===== src/rtl/framebuffer_arbiter.sv =====
// rtl/framebuffer_arbiter.sv - single-port framebuffer RAM arbiter, VGA reads over buffered capture writes
// Reads always win the RAM port; capture writes queue in a FIFO and drain on read-free cycles.
module framebuffer_arbiter #(
  parameter int ADDR_WIDTH = 16,
  parameter int DATA_WIDTH = 8,
  parameter int FIFO_DEPTH = 16
) (
  input  logic                          vga_clk_25,
  input  logic                          reset_n,
  input  logic                          rd_en,
  input  logic [ADDR_WIDTH-1:0]         rd_addr,
  output logic [DATA_WIDTH-1:0]         rd_data,
  output logic                          rd_valid,
  input  logic                          wr_valid,
  input  logic [ADDR_WIDTH-1:0]         wr_addr,
  input  logic [DATA_WIDTH-1:0]         wr_data,
  output logic                          wr_ready,
  output logic [ADDR_WIDTH-1:0]         mem_addr,
  output logic [DATA_WIDTH-1:0]         mem_wdata,
  output logic                          mem_we,
  input  logic [DATA_WIDTH-1:0]         mem_rdata,
  output logic [$clog2(FIFO_DEPTH):0]   fifo_level
);

  localparam int PW = $clog2(FIFO_DEPTH);

  typedef enum logic [1:0] {IDLE, READ, WRITE} grant_t;

  grant_t                grant;
  logic [ADDR_WIDTH-1:0] fifo_addr [FIFO_DEPTH];
  logic [DATA_WIDTH-1:0] fifo_data [FIFO_DEPTH];
  logic [PW:0]           wr_ptr;
  logic [PW:0]           rd_ptr;
  logic                  empty;
  logic                  full;
  logic                  push;
  logic                  rd_pipe;

  // Extra pointer MSB separates a full ring from an empty one.
  assign empty      = (wr_ptr == rd_ptr);
  assign full       = (wr_ptr[PW] != rd_ptr[PW]) && (wr_ptr[PW-1:0] == rd_ptr[PW-1:0]);
  assign wr_ready   = reset_n && !full;
  assign push       = wr_valid && wr_ready;
  assign fifo_level = wr_ptr - rd_ptr;

  always_ff @(posedge vga_clk_25) begin
    if (push) begin
      fifo_addr[wr_ptr[PW-1:0]] <= wr_addr;
      fifo_data[wr_ptr[PW-1:0]] <= wr_data;
    end
  end

  always_ff @(posedge vga_clk_25) begin
    if (!reset_n) begin
      grant     <= IDLE;
      mem_we    <= 1'b0;
      mem_addr  <= '0;
      mem_wdata <= '0;
      wr_ptr    <= '0;
      rd_ptr    <= '0;
      rd_pipe   <= 1'b0;
      rd_valid  <= 1'b0;
      rd_data   <= '0;
    end else begin
      if (push) wr_ptr <= wr_ptr + 1'b1;

      // Head pop uses the registered pointers, so a same-cycle push is never bypassed.
      if (rd_en) begin
        grant    <= READ;
        mem_we   <= 1'b0;
        mem_addr <= rd_addr;
      end else if (!empty) begin
        grant     <= WRITE;
        mem_we    <= 1'b1;
        mem_addr  <= fifo_addr[rd_ptr[PW-1:0]];
        mem_wdata <= fifo_data[rd_ptr[PW-1:0]];
        rd_ptr    <= rd_ptr + 1'b1;
      end else begin
        grant  <= IDLE;
        mem_we <= 1'b0;
      end

      // RAM returns data the cycle after the READ grant; capture it one cycle later.
      rd_pipe  <= (grant == READ);
      rd_valid <= rd_pipe;
      if (rd_pipe) rd_data <= mem_rdata;
    end
  end

endmodule


===== config.mk =====
export PLATFORM = sky130hd
export DESIGN_NAME = framebuffer_arbiter
export DESIGN_NICKNAME = d
export VERILOG_FILES = /design/src/rtl/framebuffer_arbiter.sv
export SDC_FILE = /design/constraint.sdc
export NUM_CORES = 1
export LEC_CHECK = 0
export CAP_MARGIN = 20
export CORE_MARGIN = 1
export CORE_UTILIZATION = 40
export CTS_CLUSTER_DIAMETER = 50
export CTS_CLUSTER_SIZE = 8
export DETAILED_ROUTE_END_ITERATION = 8
export DONT_BUFFER_PORTS = 1
export REMOVE_ABC_BUFFERS = 1
export SLEW_MARGIN = 20
export SYNTH_ARGS = -nofsm -noshare
export SYNTH_HDL_FRONTEND = slang
export SYNTH_SLANG_ARGS = --single-unit

===== constraint.sdc =====
create_clock -name vga_clk_25 -period 4.4 [get_ports vga_clk_25]
set_input_delay 0.44 -clock vga_clk_25 [delete_from_list [all_inputs] [get_ports vga_clk_25]]
set_output_delay 0.44 -clock vga_clk_25 [all_outputs]
set_load 0.02 [all_outputs]

### After elaboration in Yosys (flattened, before gate mapping)

Memory sizes are Yosys's and may differ from the RTL's. A register that Yosys moved wholly into a read port is not among the register bits.
Index checks and enable logic that the tools add are counted.
Widths: inputs -> output; s select.

* register bits: 39
* bits in writable memories: 384
* output and inout port bits: 40
* bits of input ports: 52
* memories: 2
* word-level logic and storage cells: 38

* equal/unequal tests: 5
* reduce and logical (&&, ||, !) cells: 7
* bitwise gates (word level): 3
* add/sub/neg operators: 3
* multiplexer cells: 9

Memories
* fifo_addr: depth 16, bits a word 16, read ports 1, clocked after memory_dff 1, write ports 1, line 30 `logic [ADDR_WIDTH-1:0] fifo_addr [FIFO_DEPTH];`
* fifo_data: depth 16, bits a word 8, read ports 1, clocked after memory_dff 1, write ports 1, line 31 `logic [DATA_WIDTH-1:0] fifo_data [FIFO_DEPTH];`

Operators with widths (count)
* $mux 16: 2
* $add 5x1->5 const B: 2
* $mux 4: 2
* $eq 5x5->1: 1
* $sub 5x5->5: 1
* $eq 4x4->1: 1
* $mux 1: 4
* $logic_and 1x1->1: 3
* $not 1->1: 3
* $eq 2x1->1 const B: 1
* $logic_not 1->1: 2
* $mux 2: 1
* $ne 2x2->1 const B: 1
* $reduce_and 2->1: 1
* $reduce_or 2->1: 1
* $ne 1x1->1: 1

### Logic depth before layout (Yosys ltp)

Gate-level depths: netlist of run 1.

* word-level depth: 7
* gate-level depth with buffers: 11
* depth with buffers taken out: 7

### Worst setup path after synthesis of run 1

Ideal clock, no wire load.

* path kind: register to register
* start: register rd_ptr[1]
* end: memory fifo_addr[0][0], enable pin
* path slack: 0.387 ns
* period minus slack after synthesis: 4.013 ns
* data required time: 3.965 ns
* stages on the path, launching flop included: 10
* buffers on the path: 3
* library setup time: 0.435 ns
* arrival time: 3.578 ns
* cells stage by stage: dfxtp_1 -> buf_2 -> buf_2 -> buf_2 -> inv_1 -> ha_1 -> nand4_1 -> o211a_1 -> nand2_1 -> nor3_1

* word-level cells in the longest chain between the ends: 7

RTL lines
* from (decl): line 33 `logic [PW:0] rd_ptr;`
* from (signal assigned): line 77 `rd_ptr <= rd_ptr + 1'b1;`
* $eq 4x4->1: line 41 `assign full = (wr_ptr[PW] != rd_ptr[PW]) && (wr_ptr[PW-1:0] == rd_ptr[PW-1:0]);`
* $logic_and 1x1->1: line 41
* $logic_not 1->1: line 42 `assign wr_ready = reset_n && !full;`
* $logic_and 1x1->1: line 42
* $logic_and 1x1->1: line 43 `assign push = wr_valid && wr_ready;`
* $mux 1: line 47 `if (push) begin`
* $mux 1 (not written as such): line 48 `fifo_addr[wr_ptr[PW-1:0]] <= wr_addr;`
* to (decl): line 30

Every way passes these cells.

### Final worst setup path of run 1

* start: register wr_ptr[2]
* end: memory fifo_data[11][0], enable pin

* word-level cells in the longest chain between the ends: 7

RTL lines
* from (decl): line 32 `logic [PW:0] wr_ptr;`
* from (signal assigned): line 65 `if (push) wr_ptr <= wr_ptr + 1'b1;`
* $eq 4x4->1: line 41
* $logic_and 1x1->1: line 41
* $logic_not 1->1: line 42
* $logic_and 1x1->1: line 42
* $logic_and 1x1->1: line 43
* $mux 1: line 47
* $mux 1 (not written as such): line 49 `fifo_data[wr_ptr[PW-1:0]] <= wr_data;`
* to (decl): line 31

Several ways; a longest one is shown, not always the timed one.

==> flow_summary.json, run 1 <==
{
  "cts.htree.levels": 3,
  "cp-start-kind": "flop",
  "hp-class": "in -> reg",
  "cts.clk_slew.worst_paths_ns": 0.05,
  "path_cells": "ha_1 > nand4_1 > o2111ai_1 > nor2_2 > buf_4",
  "viasPerCell": 5.50,
  "outcome": "complete, but fails checks",
  "clockBufferDepth": 3,
  "critPathMaxFanout": 19,
  "max_stage_delay_ns": 0.60,
  "ctsResizeCount": 0,
  "setup_viol": 0,
  "die_h_um": 206,
  "dpl.cell_count": 1349,
  "yosysTopAreaCellShare": 0.689,
  "slew_headroom": 0.340,
  "critPathSlowestCell": "dfxtp_1",
  "rows": 74,
  "netlist_instances": 838,
  "max_slew.worst_pin.slew_ns": 0.990,
  "synth_top_family_by_area": "multiplexers",
  "place_congestion": 0.778,
  "stdcell_count": 1494,
  "core_area_um2": 41000,
  "first_pass_iters": 9,
  "whs_ns": 0.0359,
  "yosysWarnings": 0,
  "die-area_um2": 42600,
  "dpl_cell_area_um2": 17500,
  "start_util": 0.408,
  "fmax_ghz": 0.308,
  "wl_per_cell_um": 24.7,
  "worst_ir_drop_vdd_v": 0.000329,
  "rsz0062_at_grt": "false",
  "synth_xor_area_frac": 0.00673,
  "io_buffers": 0,
  "post_synth.cell_area_avg_um2": 20.0,
  "cts_sinks": 434,
  "synth_compound_area_frac": 0.0402,
  "critical_path_class": "reg -> reg",
  "grt_pass1_wl_mm": 54.8,
  "synthArstFlopShare": 0,
  "drv_slew": 0,
  "cts_buffers": 67,
  "syn-cell-area_um2": 16700,
  "muxShareOfSynthArea": 0.150,
  "antenna_found_initial": 7,
  "synthDistinctLibCells": 46,
  "grt_max_degree": 55,
  "drc": 21,
  "post_cts_buffers": 0,
  "synthSimpleGateAreaFrac": 0.0292,
  "crit_buf_inv": 1,
  "clock_latency_ns": 0.56,
  "fin_crit_ns": 3.25,
  "arrival_ns": 3.44,
  "antenna_left": 0,
  "failed_checks": "DRC",
  "place_ws_ns": 1.19,
  "fin_crit_sh": 0.738,
  "finalInstanceArea_um2": 19800,
  "synth-edff-count": 384,
  "dr.first_iter.drc_count": 710,
  "fill_cells": 3346,
  "synth_top_cell_by_area": "edfxtp_1",
  "maxCapViolations": 0,
  "layout.nets": 974,
  "area_growth_pct": 18.2,
  "power.density_nw_per_um2": 517,
  "num_vias": 8214,
  "clockRootBuffer": "clkbuf_16",
  "hold_buffers": 25,
  "worst_slack_ns": 1.15,
  "grt_pass1_vias": 8462,
  "cts_tree": "built",
  "hold_viol_final": 0,
  "crit_path_end_kind": "flop",
  "synth_area_leaders": "edfxtp_1 (69%), mux4_2 (13%), dfxtp_1 (6.0%)",
  "ys_seq_elements": 434,
  "grt_remaining_overflow": 0,
  "finClkSkew_ns": 0.0260,
  "dp_hpwl_mm": 21.3,
  "routed_wl_mm": 36.9,
  "die_w_um": 206,
  "drive_above_1_share": 0.253,
  "post-layout-total-power_mw": 10.2,
  "critPathRequiredTime_ns": 4.59,
  "yosysSeqAreaShare": 0.749,
  "pin_count": 92,
  "grt_usage": 0.180,
  "synth_ff_type": "edfxtp_1",
  "path_delay_family": "simple AND/OR/NAND/NOR gates",
  "synth-adder-area-share": 0.00793,
  "leakagePower_nw": 6.20
}
## registers in the layout (all words and copies together), names as in the netlist, named ones only
name       cells
rd_ptr         5
wr_ptr         5
fifo_addr    256
mem_we         1
grant          1
rd_pipe        1
rd_valid       1
fifo_data    128
mem_wdata      8
mem_addr      16
rd_data        8
## synth_stat cells (all sizes together) (5+ instances only)
cell type / n
mux2i: 23
mux4: 95
dfxtp: 50
ha: 9
clkbuf: 23
nor2b: 9
a22o: 8
nand2: 35
nor2: 17
a21oi: 5
o22ai: 8
xnor2: 9
a221oi: 19
o21ai: 18
and2: 14
a31oi: 12
nand3: 13
buf: 25
edfxtp: 384
inv: 13
mux2: 12
## logic make-up (layout without fill, tap and decap cells)
| family | Yosys count | count (layout) |
|---|---|---|
| AND/OR/NAND/NOR | 101 | 101 |
| flip-flops | 434 | 434 |
| adder cells (fa/ha/maj) | 10 | 10 |
| AO/OA/AOI/OAI | 90 | 90 |
| other | 0 | 5 |
| buffers and inverters | 61 | 180 |
| XOR/XNOR | 12 | 12 |
| multiplexers | 130 | 130 |
## metal layers
layer,global-route usage,share of wire,vias up
met5,0,0.00035,-
met4,0.0607,0.016,2
met3,0.0563,0.10,61
met2,0.268,0.45,307
met1,0.250,0.43,4260
li1,-,-,3584
## cell type report
| cell class | count | area [um2] | area share |
|---|---|---|---|
| timing repair buffer | 53 | 513 | 0.0260 |
| antenna | 5 | 12.5 | 0.000633 |
| inverter | 13 | 48.8 | 0.00247 |
| multi-input combinational | 343 | 4000 | 0.202 |
| tap | 532 | 666 | 0.0337 |
| clock buffer | 105 | 1880 | 0.0952 |
| clock inverter | 9 | 104 | 0.00525 |
| sequential | 434 | 12500 | 0.634 |
## cell usage in the layout, fill, tap and decap left out, types with 4 or more instances in the layout
| cell type | synthesis | routed |
|---|---|---|
| dfxtp_1 | 50 | 46 |
| o41ai_1 | 4 | 4 |
| o21ai_0 | 18 | 18 |
| nor2_1 | 17 | 5 |
| a21oi_1 | 4 | 4 |
| nor3_2 | 0 | 4 |
| nand2_1 | 35 | 35 |
| a221oi_1 | 16 | 16 |
| mux2_2 | 12 | 12 |
| clkbuf_16 | 0 | 69 |
| o22ai_1 | 8 | 8 |
| xnor2_1 | 8 | 8 |
| clkbuf_1 | 23 | 34 |
| nor2b_1 | 9 | 9 |
| nor2_4 | 0 | 8 |
| mux2i_1 | 23 | 23 |
| and2_1 | 14 | 14 |
| nor2_2 | 0 | 4 |
| mux4_2 | 95 | 95 |
| buf_4 | 2 | 25 |
| edfxtp_1 | 384 | 384 |
| diode_2 | 0 | 5 |
| a22o_1 | 8 | 8 |
| a31oi_1 | 12 | 12 |
| ha_1 | 9 | 9 |
| dlygate4sd3_1 | 0 | 25 |
| inv_1 | 13 | 13 |
| nand3_1 | 13 | 13 |
| o21ba_2 | 4 | 4 |
## per-stage QoR
stage                      util  TNS, ns
final                     0.482        0
after CTS                 0.481        0
after floorplan               -   -32.70
after detailed placement  0.426        0
after global placement    0.426        0
after global routing      0.482        0
## path summary, 6_finish.rpt
kind | from | endpoint | slack, ns | cells past startpoint
hold reg to reg | grant[0]$_SDFF_PN0_ | rd_pipe$_SDFF_PN0_ | 0.42 | 2
hold / removal | reset_n | rd_pipe$_SDFF_PN0_ | 0.04 | 2
setup reg to reg | wr_ptr[2]$_SDFFE_PN0P_ | fifo_data[11][0]$_DFFE_PP_ | 1.15 | 5
setup / recovery | wr_ptr[2]$_SDFFE_PN0P_ | fifo_data[11][0]$_DFFE_PP_ | 1.15 | 5
## where the power goes
group / internal [mW] / total [mW] / switching [mW]
combinational: 0.359 / 0.796 / 0.437
clock: 3.03 / 4.74 / 1.71
sequential: 4.56 / 4.69 / 0.129
total: 7.94 / 10.2 / 2.28
No activity file was read; power rests on OpenSTA's default activity.
==> inputs of run 2 (changes only) <==
- clock period: 4.4 -> 2.7 ns (I/O delays scaled with it)
==> run 2 against run 1 <==
  * The flow still finishes with violations (DRC)
  * Clock skew fell by 0.010 ns
  * Non-clock buffer count is 54 higher
  * Largest cell class unchanged
  * Clock-buffer cell count did not move
  * Critical path type is now reg -> out
  * Sequential share of layout area decreased by 1.5 points
  * Setup slack worse by 1.1 ns
  * Highest routed layer unchanged
  * Combinational power grew 88%
==> flow_summary.json, run 2 (same netlist as run 1, synthesis figures left out) <==
{
  "r2r_setup_slack_ns": 0.29,
  "die_w_um": 206,
  "cp-start-kind": "flop",
  "fmax_ghz": 0.384,
  "grt_remaining_overflow": 0,
  "area_growth_pct": 21.0,
  "critPathRequiredTime_ns": 2.43,
  "cts.htree.levels": 3,
  "viasPerCell": 5.47,
  "max_slew.worst_pin.slew_ns": 1.07,
  "die-area_um2": 42600,
  "first_pass_iters": 7,
  "hold_viol_final": 0,
  "worst_ir_drop_vdd_v": 0.000414,
  "post_cts_buffers": 0,
  "start_util": 0.408,
  "fin_crit_ns": 2.60,
  "drc": 18,
  "layout.nets": 1027,
  "hp-class": "in -> reg",
  "core_area_um2": 41000,
  "mostFrequentLayoutCells": "edfxtp_1 (384), mux4_2 (95), clkbuf_16 (71)",
  "largest_register_ffs": 256,
  "maxCapViolations": 0,
  "critPathMaxFanout": 4,
  "place_congestion": 0.773,
  "arrival_ns": 2.33,
  "drv_slew": 0,
  "num_vias": 8439,
  "outcome": "complete, but fails checks",
  "pin_count": 92,
  "fin_tns_setup_ns": 0,
  "fin_util": 0.494,
  "multi_input_area_um2": 4010,
  "place_ws_ns": 0.351,
  "leakagePower_nw": 6.46,
  "grt_pass1_wl_mm": 57.1,
  "setup_viol": 0,
  "cts_tree": "built",
  "rsz0062_at_grt": "false",
  "antenna_found_initial": 6,
  "final_common_cell": "edfxtp_1",
  "fin_crit_sh": 0.964,
  "antenna_left": 0,
  "drive_above_1_share": 0.272,
  "clockRootBuffer": "clkbuf_16",
  "fill_cells": 3342,
  "io_buffers": 0,
  "crit_path_end_kind": "primary output",
  "seq_area_um2": 12500,
  "whs_ns": 0.0441,
  "dpl_cell_area_um2": 17800,
  "dr.first_iter.drc_count": 731,
  "cts_sinks": 434,
  "failed_checks": "DRC",
  "cts.clk_slew.worst_paths_ns": 0.05,
  "power.density_nw_per_um2": 825,
  "finalInstanceArea_um2": 20200,
  "grt_max_degree": 50,
  "grt_usage": 0.190,
  "slew_headroom": 0.286,
  "clockBufferDepth": 3,
  "worst_slack_ns": 0.0980,
  "finClkSkew_ns": 0.0159,
  "wl_per_cell_um": 25.2,
  "cts_buffers": 66,
  "die_h_um": 206,
  "routed_wl_mm": 38.9,
  "critical_path_class": "reg -> out",
  "clock_latency_ns": 0.56,
  "dp_hpwl_mm": 22.5,
  "rows": 74,
  "grt_pass1_vias": 8636
}
-- run 2: critical path: stages, from the launching register on --
cell and delay, ns:
dfxtp_1 0.34, inv_2 0.11, ha_1 0.15, inv_1 0.05, fa_1 0.39, a21o_1 0.19, a21oi_2 0.19, xnor2_2 0.16
buf_4 0.19
-- run 2: repair_timing --
item | in CTS | in global routing
resized for setup | 2 | 2
endpoints found under the setup margin | 1 | 2
endpoints found under the hold margin | 433 | 0
hold buffers | 48 | 0
pin swaps | 0 | 0
-- run 2: layout make-up --
cell class | instances | area share
Timing Repair Buffer | 107 | 0.0496
Clock inverter | 6 | 0.00315
Sequential cell | 434 | 0.619
Antenna cell | 3 | 0.000371
Multi-Input combinational cell | 343 | 0.198
Inverter | 13 | 0.00241
Tap cell | 532 | 0.0329
Clock buffer | 105 | 0.0941
-- run 2: path summary, 6_finish.rpt --
path         depth (start not counted)                    from                         to
max                                  8  wr_ptr[0]$_SDFFE_PN0P_              fifo_level[4]
min                                  2                   rd_en   mem_addr[0]$_SDFFE_PN0P_
max reg2reg                          7  rd_ptr[2]$_SDFFE_PN0P_  fifo_data[2][5]$_DFFE_PP_
min reg2reg                          2     grant[0]$_SDFF_PN0_         rd_pipe$_SDFF_PN0_
-- run 2: report_power, final --
group / internal [mW] / leakage, nW / total [mW] / switching (mW)
clock: 4.88 / 0.944 / 7.63 / 2.75
combinational: 0.657 / 1.65 / 1.50 / 0.838
sequential: 7.43 / 3.87 / 7.58 / 0.149
-- run 2: per-stage QoR --
step / total power, mW / std cells
finish: 16.7 / 1543
global route: 17.3 / 1541
CTS: 16.9 / 1540
detailed placement: 9.05 / 1381
global placement: 9.04 / 1381
floorplan: 8.59 / 790
-- run 2: layer usage --
layer	share of wire	GRT usage	up-vias
li1	-	-	3689
met3	0.082	0.0519	59
met2	0.46	0.284	303
met4	0.018	0.0614	6
met1	0.44	0.268	4382
met5	0.0011	0	-
